`src/rtl/rom_fetch_ctrl_if.sv`:
```
// Bundle of the start/status, ROM read and output-stream signals of rom_fetch_ctrl.
// The master modport is the controller's view; the slave modport is the environment's.
interface rom_fetch_ctrl_if #(
  parameter int unsigned WR_ADDR_WD = 8,
  parameter int unsigned WR_DATA_WD = 8
);
  logic                  start;
  logic [WR_ADDR_WD-1:0] start_addr;
  logic [WR_ADDR_WD:0]   start_len;
  logic                  busy;
  logic                  done;
  logic                  err;
  logic                  rd_vld;
  logic [WR_ADDR_WD-1:0] rd_addr;
  logic [WR_DATA_WD-1:0] rd_data;
  logic                  rd_data_out_vld;
  logic                  out_vld;
  logic [WR_DATA_WD-1:0] out_data;
  logic                  out_ready;
  logic                  out_last;

  modport master (
    input  start, start_addr, start_len, rd_data, rd_data_out_vld, out_ready,
    output busy, done, err, rd_vld, rd_addr, out_vld, out_data, out_last
  );

  modport slave (
    output start, start_addr, start_len, rd_data, rd_data_out_vld, out_ready,
    input  busy, done, err, rd_vld, rd_addr, out_vld, out_data, out_last
  );
endinterface

```
`src/rtl/rom_fetch_ctrl.sv`:
```
// Burst read controller: walks a ROM address range and buffers the one-cycle-latency
// responses in a credit-managed FIFO. Optional macro ROM_FETCH_WRAP_EN enables wrap-around.
module rom_fetch_ctrl #(
  parameter int unsigned WR_ADDR_WD = 8,
  parameter int unsigned WR_DATA_WD = 8,
  parameter int unsigned DATA_DEPTH = 48,
  parameter int unsigned FIFO_DEPTH = 4
) (
  input logic             clk,
  input logic             reset,
  rom_fetch_ctrl_if.master bus
);

  localparam int unsigned PtrW = $clog2(FIFO_DEPTH);
  localparam int unsigned CntW = PtrW + 1;
  localparam int unsigned SumW = CntW + 1;

  typedef enum logic [1:0] {StIdle, StFetch, StDrain, StFin} state_e;

  state_e                state_q, state_d;
  logic                  rd_vld_q, rd_vld_d;
  logic [WR_ADDR_WD-1:0] rd_addr_q, rd_addr_d;
  logic [WR_ADDR_WD:0]   issue_left_q, issue_left_d;
  logic [WR_ADDR_WD:0]   pop_left_q, pop_left_d;
  logic                  inflight_q, inflight_d;
  logic                  busy_q, busy_d;
  logic                  done_q, done_d;
  logic                  err_q, err_d;
  logic [CntW-1:0]       cnt_q, cnt_d;
  logic [PtrW-1:0]       wptr_q, wptr_d;
  logic [PtrW-1:0]       rptr_q, rptr_d;
  logic [WR_DATA_WD-1:0] mem_q [FIFO_DEPTH];

  logic                  push, pop, credit_ok, range_bad;
  logic [SumW-1:0]       credit_sum;
  logic [WR_ADDR_WD-1:0] first_addr, next_addr;

`ifdef ROM_FETCH_WRAP_EN
  assign range_bad  = 1'b0;
  assign first_addr = WR_ADDR_WD'(32'(bus.start_addr) % DATA_DEPTH);
  assign next_addr  = (rd_addr_q == WR_ADDR_WD'(DATA_DEPTH - 1)) ? '0 : rd_addr_q + 1'b1;
`else
  assign range_bad  = (32'(bus.start_addr) >= DATA_DEPTH) ||
                      ((32'(bus.start_addr) + 32'(bus.start_len)) > DATA_DEPTH);
  assign first_addr = bus.start_addr;
  assign next_addr  = rd_addr_q + 1'b1;
`endif

  assign push = bus.rd_data_out_vld && inflight_q;
  assign pop  = (cnt_q != '0) && bus.out_ready;

  // Reserve a slot for the request in flight and the response arriving now.
  assign credit_sum = SumW'(cnt_q) + SumW'(rd_vld_q) + SumW'(inflight_q);
  assign credit_ok  = credit_sum < SumW'(FIFO_DEPTH);

  always_comb begin
    state_d      = state_q;
    rd_vld_d     = 1'b0;
    rd_addr_d    = rd_addr_q;
    issue_left_d = issue_left_q;
    pop_left_d   = pop ? pop_left_q - 1'b1 : pop_left_q;
    err_d        = 1'b0;
    case (state_q)
      StIdle: begin
        if (bus.start) begin
          if (bus.start_len == '0) begin
            state_d = StFin;
          end else if (range_bad) begin
            state_d = StFin;
            err_d   = 1'b1;
          end else begin
            state_d      = StFetch;
            rd_vld_d     = 1'b1;
            rd_addr_d    = first_addr;
            issue_left_d = bus.start_len - 1'b1;
            pop_left_d   = bus.start_len;
          end
        end
      end
      StFetch: begin
        if (issue_left_q == '0) begin
          state_d = StDrain;
        end else if (credit_ok) begin
          rd_vld_d     = 1'b1;
          rd_addr_d    = next_addr;
          issue_left_d = issue_left_q - 1'b1;
          if (issue_left_q == 1) state_d = StDrain;
        end
      end
      StDrain: begin
        if (pop && pop_left_q == 1) state_d = StFin;
      end
      StFin:   state_d = StIdle;
      default: state_d = StIdle;
    endcase
    done_d     = (state_d == StFin);
    busy_d     = (state_d != StIdle);
    inflight_d = rd_vld_q;
  end

  always_comb begin
    cnt_d  = cnt_q;
    wptr_d = push ? wptr_q + 1'b1 : wptr_q;
    rptr_d = pop ? rptr_q + 1'b1 : rptr_q;
    case ({push, pop})
      2'b10:   cnt_d = cnt_q + 1'b1;
      2'b01:   cnt_d = cnt_q - 1'b1;
      default: cnt_d = cnt_q;
    endcase
  end

  always_ff @(posedge clk) begin
    if (reset) begin
      state_q      <= StIdle;
      rd_vld_q     <= 1'b0;
      rd_addr_q    <= '0;
      issue_left_q <= '0;
      pop_left_q   <= '0;
      inflight_q   <= 1'b0;
      busy_q       <= 1'b0;
      done_q       <= 1'b0;
      err_q        <= 1'b0;
      cnt_q        <= '0;
      wptr_q       <= '0;
      rptr_q       <= '0;
    end else begin
      state_q      <= state_d;
      rd_vld_q     <= rd_vld_d;
      rd_addr_q    <= rd_addr_d;
      issue_left_q <= issue_left_d;
      pop_left_q   <= pop_left_d;
      inflight_q   <= inflight_d;
      busy_q       <= busy_d;
      done_q       <= done_d;
      err_q        <= err_d;
      cnt_q        <= cnt_d;
      wptr_q       <= wptr_d;
      rptr_q       <= rptr_d;
    end
  end

  // Storage needs no reset; the read port is gated by the occupancy count.
  always_ff @(posedge clk) begin
    if (push) mem_q[wptr_q] <= bus.rd_data;
  end

  assign bus.busy     = busy_q;
  assign bus.done     = done_q;
  assign bus.err      = err_q;
  assign bus.rd_vld   = rd_vld_q;
  assign bus.rd_addr  = rd_addr_q;
  assign bus.out_vld  = (cnt_q != '0);
  assign bus.out_data = (cnt_q != '0) ? mem_q[rptr_q] : '0;
  assign bus.out_last = (cnt_q != '0) && (pop_left_q == 1);

endmodule

```
`src/flat_wrapper.sv`:
```
// flat-port wrapper written by rule: the top's interface ports become plain ports
module rom_fetch_ctrl_flat 
#(
  parameter int unsigned WR_ADDR_WD = 8,
  parameter int unsigned WR_DATA_WD = 8,
  parameter int unsigned DATA_DEPTH = 48,
  parameter int unsigned FIFO_DEPTH = 4
)
  (clk, reset, bus_start, bus_start_addr, bus_start_len, bus_rd_data, bus_rd_data_out_vld, bus_out_ready, bus_busy, bus_done, bus_err, bus_rd_vld, bus_rd_addr, bus_out_vld, bus_out_data, bus_out_last);
  rom_fetch_ctrl_if #(.WR_ADDR_WD(WR_ADDR_WD), .WR_DATA_WD(WR_DATA_WD)) bus_i ();
  input logic clk;
  input logic reset;
  input wire logic [$bits(bus_i.start)-1:0] bus_start;
  input wire logic [$bits(bus_i.start_addr)-1:0] bus_start_addr;
  input wire logic [$bits(bus_i.start_len)-1:0] bus_start_len;
  input wire logic [$bits(bus_i.rd_data)-1:0] bus_rd_data;
  input wire logic [$bits(bus_i.rd_data_out_vld)-1:0] bus_rd_data_out_vld;
  input wire logic [$bits(bus_i.out_ready)-1:0] bus_out_ready;
  output wire logic [$bits(bus_i.busy)-1:0] bus_busy;
  output wire logic [$bits(bus_i.done)-1:0] bus_done;
  output wire logic [$bits(bus_i.err)-1:0] bus_err;
  output wire logic [$bits(bus_i.rd_vld)-1:0] bus_rd_vld;
  output wire logic [$bits(bus_i.rd_addr)-1:0] bus_rd_addr;
  output wire logic [$bits(bus_i.out_vld)-1:0] bus_out_vld;
  output wire logic [$bits(bus_i.out_data)-1:0] bus_out_data;
  output wire logic [$bits(bus_i.out_last)-1:0] bus_out_last;
  assign bus_i.start = bus_start;
  assign bus_i.start_addr = bus_start_addr;
  assign bus_i.start_len = bus_start_len;
  assign bus_i.rd_data = bus_rd_data;
  assign bus_i.rd_data_out_vld = bus_rd_data_out_vld;
  assign bus_i.out_ready = bus_out_ready;
  assign bus_busy = bus_i.busy;
  assign bus_done = bus_i.done;
  assign bus_err = bus_i.err;
  assign bus_rd_vld = bus_i.rd_vld;
  assign bus_rd_addr = bus_i.rd_addr;
  assign bus_out_vld = bus_i.out_vld;
  assign bus_out_data = bus_i.out_data;
  assign bus_out_last = bus_i.out_last;
  rom_fetch_ctrl #(.WR_ADDR_WD(WR_ADDR_WD), .WR_DATA_WD(WR_DATA_WD), .DATA_DEPTH(DATA_DEPTH), .FIFO_DEPTH(FIFO_DEPTH)) u_core (.clk(clk), .reset(reset), .bus(bus_i));
endmodule
```
`config.mk`:
```
export PLATFORM = sky130hd
export DESIGN_NAME = rom_fetch_ctrl_flat
export DESIGN_NICKNAME = d
export VERILOG_FILES = /design/src/rtl/rom_fetch_ctrl_if.sv /design/src/rtl/rom_fetch_ctrl.sv /design/src/flat_wrapper.sv
export SDC_FILE = /design/constraint.sdc
export NUM_CORES = 1
export LEC_CHECK = 0
export BUFFER_PORTS_ARGS = -buffer_cell sky130_fd_sc_hd__buf_2
export CAP_MARGIN = 15
export CELL_PAD_IN_SITES_DETAIL_PLACEMENT = 0
export CELL_PAD_IN_SITES_GLOBAL_PLACEMENT = 1
export CORE_ASPECT_RATIO = 1.5
export CORE_MARGIN = 8
export CORE_UTILIZATION = 30
export CTS_CLUSTER_DIAMETER = 100
export DETAILED_ROUTE_END_ITERATION = 16
export PLACE_DENSITY_LB_ADDON = 0.1
export SETUP_SLACK_MARGIN = 0.2
export SYNTH_ARGS = -nofsm -noshare
export SYNTH_HDL_FRONTEND = slang
export SYNTH_SLANG_ARGS = --single-unit
```
`constraint.sdc`:
```
create_clock -name clk -period 5.2 [get_ports clk]
set_clock_uncertainty 0.2 [all_clocks]
set_input_delay 1.04 -clock clk [delete_from_list [all_inputs] [get_ports clk]]
set_output_delay 1.04 -clock clk [all_outputs]
set_load 0.005 [all_outputs]
```
==> flow_metrics.env <==
export IMPL_outcome="finished clean"
export IMPL_post_cts_resized=0
export IMPL_die_w_um=113
export IMPL_fin_crit_sh_pct=80.9
export IMPL_slew_violations=0
export IMPL_cts_hold_buf=0
export IMPL_drt_iter0_markers=123
export IMPL_syn_area_per_cell_um2=9.98
export IMPL_seq_area_frac_synth_pct=42.9
export IMPL_fmax_ghz=0.238
export IMPL_drive_gt1_share_pct=21.4
export IMPL_slew_headroom_pct=33.1
export IMPL_synth_seq_cells=74
export IMPL_cp_start_kind="input pin"
export IMPL_p_clk_share_pct=40.4
export IMPL_vias_per_cell=5.22
export IMPL_rsz0062_at_grt="false"
export IMPL_power_share_switching_pct=29.0
export IMPL_async_flop_share_pct=0
export IMPL_final_net_count=523
export IMPL_hold_path_class="flip-flop to flip-flop"
export IMPL_coreArea_um2=13900
export IMPL_synth_top_area_cell="edfxtp_1"
export IMPL_min_path_cells=1
export IMPL_synth_distinct_cells=62
export IMPL_clock_sinks=74
export IMPL_grt_max_degree=37
export IMPL_stdcell_area_um2=4900
export IMPL_peakVddDrop_v=0.000116
export IMPL_final_common_cell="buf_2"
export IMPL_track_usage_pct=13.0
export IMPL_p_total_w=0.00147
export IMPL_cts_root_buffer="clkbuf_16"
export IMPL_drc=0
export IMPL_gp_congestion=0.770
export IMPL_seqPwrFrac_pct=43.5
export IMPL_cts_made_buffers=9
export IMPL_diodes=0
export IMPL_fp_dieArea_um2=18100
export IMPL_fin_crit_ns=4.21
export IMPL_required_ns=5.23
export IMPL_grt_use_met2_pct=23.6
export IMPL_place_area_um2=4620
export IMPL_setup_violations=0
export IMPL_synth_area_um2=4200
export IMPL_r2r_slack_ns=2.05
export IMPL_via_count=3347
export IMPL_slowest_delay_ns=0.56
export IMPL_grt_ovfl_total=0
export IMPL_pin_count=52
export IMPL_grt_pass1_wl_mm=18.3
export IMPL_routed_wl_mm=11.5
export IMPL_timing_rr_end="u_core.issue_left_q[0]"
export IMPL_clk_pin_slew_ns=0.06
export IMPL_post_cts_setup_buffers=0
export IMPL_cts_htree_levels=3
export IMPL_hold_viol=0
export IMPL_internal_power_w=0.00104
export IMPL_whs_endpoint="u_core.issue_left_q[8]"
export IMPL_path_cells="buf_2 > ha_1 > inv_1 > fa_1 > nand2b_1 > a21oi_1 > o22ai_1 > mux2i_2 > a41oi_2 > or2_4 > a2111oi_2"
export IMPL_ant_nets=0
export IMPL_path_class="input pin to flip-flop"
export IMPL_p_switching_w=0.000425
export IMPL_synth_edf_count=32
export IMPL_p_leak_nw=1.79
export IMPL_numPortBuffers=51
export IMPL_end_kind="flip-flop"
export IMPL_ys_flop_type="dfxtp_1"
export IMPL_clock_latency_ns=0.33
export IMPL_grtUsageMet1_pct=14.1
export IMPL_layout_common_cells="buf_2, nor2_1, dfxtp_1"
export IMPL_path_max_fanout=20
export IMPL_timing_rr_start="u_core.issue_left_q[1]"
export IMPL_rows=53
export IMPL_dp_hpwl_mm=8.54
export IMPL_tritoncts="built"
export IMPL_avgRoutedWirePerCell_um=17.9
export IMPL_syn_inst=421
export IMPL_clk_path_buf_depth=2
export IMPL_p_comb_share_pct=16.1
export IMPL_yosys_warnings=0
export IMPL_start_util_pct=30.3
export IMPL_finalSetupTns_ns=0
export IMPL_crit_slowest_cell="a41oi_2"
export IMPL_grt_use_met3_pct=2.67
export IMPL_tightest_slew_ns=1.00
export IMPL_grt_pass1_vias=3434
export IMPL_worstHoldStart="u_core.issue_left_q[8]"
export IMPL_netlist_area_leader_share_pct=22.9
export IMPL_synthesis_nets=473
export IMPL_p_per_area_nw_per_um2=299
export IMPL_antenna_found_initial=0
export IMPL_syn2layout_area_growth_pct=16.7
export IMPL_busiest_layer="met2"
export IMPL_rr_worst_depth=8
export IMPL_yosys_top_cells_area="edfxtp_1, dfxtp_1, ha_1"
export IMPL_die_h_um=161
export IMPL_max_cap_viol_count=0
export IMPL_arrival_ns=4.24
export IMPL_firstDrtPassIters=6
[through the flow]
stage,utilization (%),hold slack [ns],cells,setup WS [ns]
2_1_floorplan,-,0.235,421,1.62
3_3_place_gp,33.3,0.249,625,0.741
3_5_place_dp,33.3,0.248,625,0.658
4_1_cts,35.4,0.257,641,0.986
5_1_grt,35.4,0.290,641,0.733
6_report,35.4,0.257,641,0.994
[synth_stat cells (2+ instances only)]
library cell / instances
o311a_1: 4
ha_1: 20
nor2b_1: 10
and3_1: 8
nand2b_1: 4
edfxtp_1: 32
nor2_1: 44
nand2_1: 23
o21ai_0: 12
or2_1: 2
a2111oi_2: 4
or3_1: 4
buf_6: 3
nor3_1: 25
fa_1: 2
nand3b_1: 3
xnor2_1: 10
nor4_1: 6
inv_1: 27
mux4_2: 8
a211oi_1: 3
a31oi_1: 4
a21o_1: 2
a41oi_1: 2
o211ai_1: 4
buf_1: 2
o21ai_1: 5
or4_1: 5
xor2_1: 9
clkbuf_1: 13
o21bai_1: 2
o31ai_1: 7
a211oi_2: 4
dfxtp_1: 42
a21oi_1: 33
nand3_1: 7
[kinds of logic (layout without fill, tap and decap cells)]
group,count (synthesis),after routing,synth area share [%]
multiplexers,9,9,4.62
buffers and inverters,45,100,4.56
AO/OA/AOI/OAI,102,102,18.3
flip-flops,74,74,42.9
adder cells (fa/ha/maj),22,22,6.91
XOR/XNOR,20,20,4.35
AND/OR/NAND/NOR,149,149,18.4
[state kept, by name (all words and copies together) (netlist names), 2 cells and up, named ones only]
name,flops
u_core.rptr_q,2
u_core.wptr_q,2
u_core.bus.rd_addr,8
u_core.state_q,2
u_core.pop_left_q,9
u_core.cnt_q,3
u_core.mem_q,32
u_core.issue_left_q,9
[power by group through the flow]
stage	Sequential [W]	Clock, W	Combinational (W)
floorplan	0.000641	0	0.000169
global placement	0.000650	0	0.000240
detailed placement	0.000650	0	0.000239
CTS	0.000637	0.000608	0.000240
global route	0.000639	0.000634	0.000265
finish	0.000637	0.000592	0.000236
[how the worst max path moves through the flow]
stage	start	end	slack, ns
2_1_floorplan	bus_start_len[0]	u_core.bus.rd_addr[6]	1.62
3_3_place_gp	bus_start_len[0]	u_core.bus.rd_addr[6]	0.74
3_5_place_dp	bus_start_len[0]	u_core.bus.rd_addr[3]	0.66
4_1_cts	bus_start_len[0]	u_core.bus.rd_addr[3]	0.99
5_1_grt	bus_start_len[0]	u_core.issue_left_q[2]	0.73
6_report	bus_start_len[0]	u_core.bus.rd_addr[3]	0.99
[final cells by class]
type	instances	area, µm²
Inverter	27	101
Tap cell	165	206
Clock inverter	7	61.3
Clock buffer	9	225
Fill cell	1424	8960
Multi-Input combinational cell	302	2210
Sequential cell	74	1800
Timing Repair Buffer	57	300
[layer usage]
layer	vias to the layer above	share of wire [%]
met1	1586	43
met4	0	2.7
met5	-	0
met2	79	51
li1	1664	-
met3	18	3.1
[critical path: cells and delay by family]
family          cells  cell delay [ns]
mux                 1             0.30
buf+inv             2             0.19
fa+ha+maj           2             0.59
compound gates      4             1.37
simple gates        2             0.74
Power figures use the tool's default switching activity.
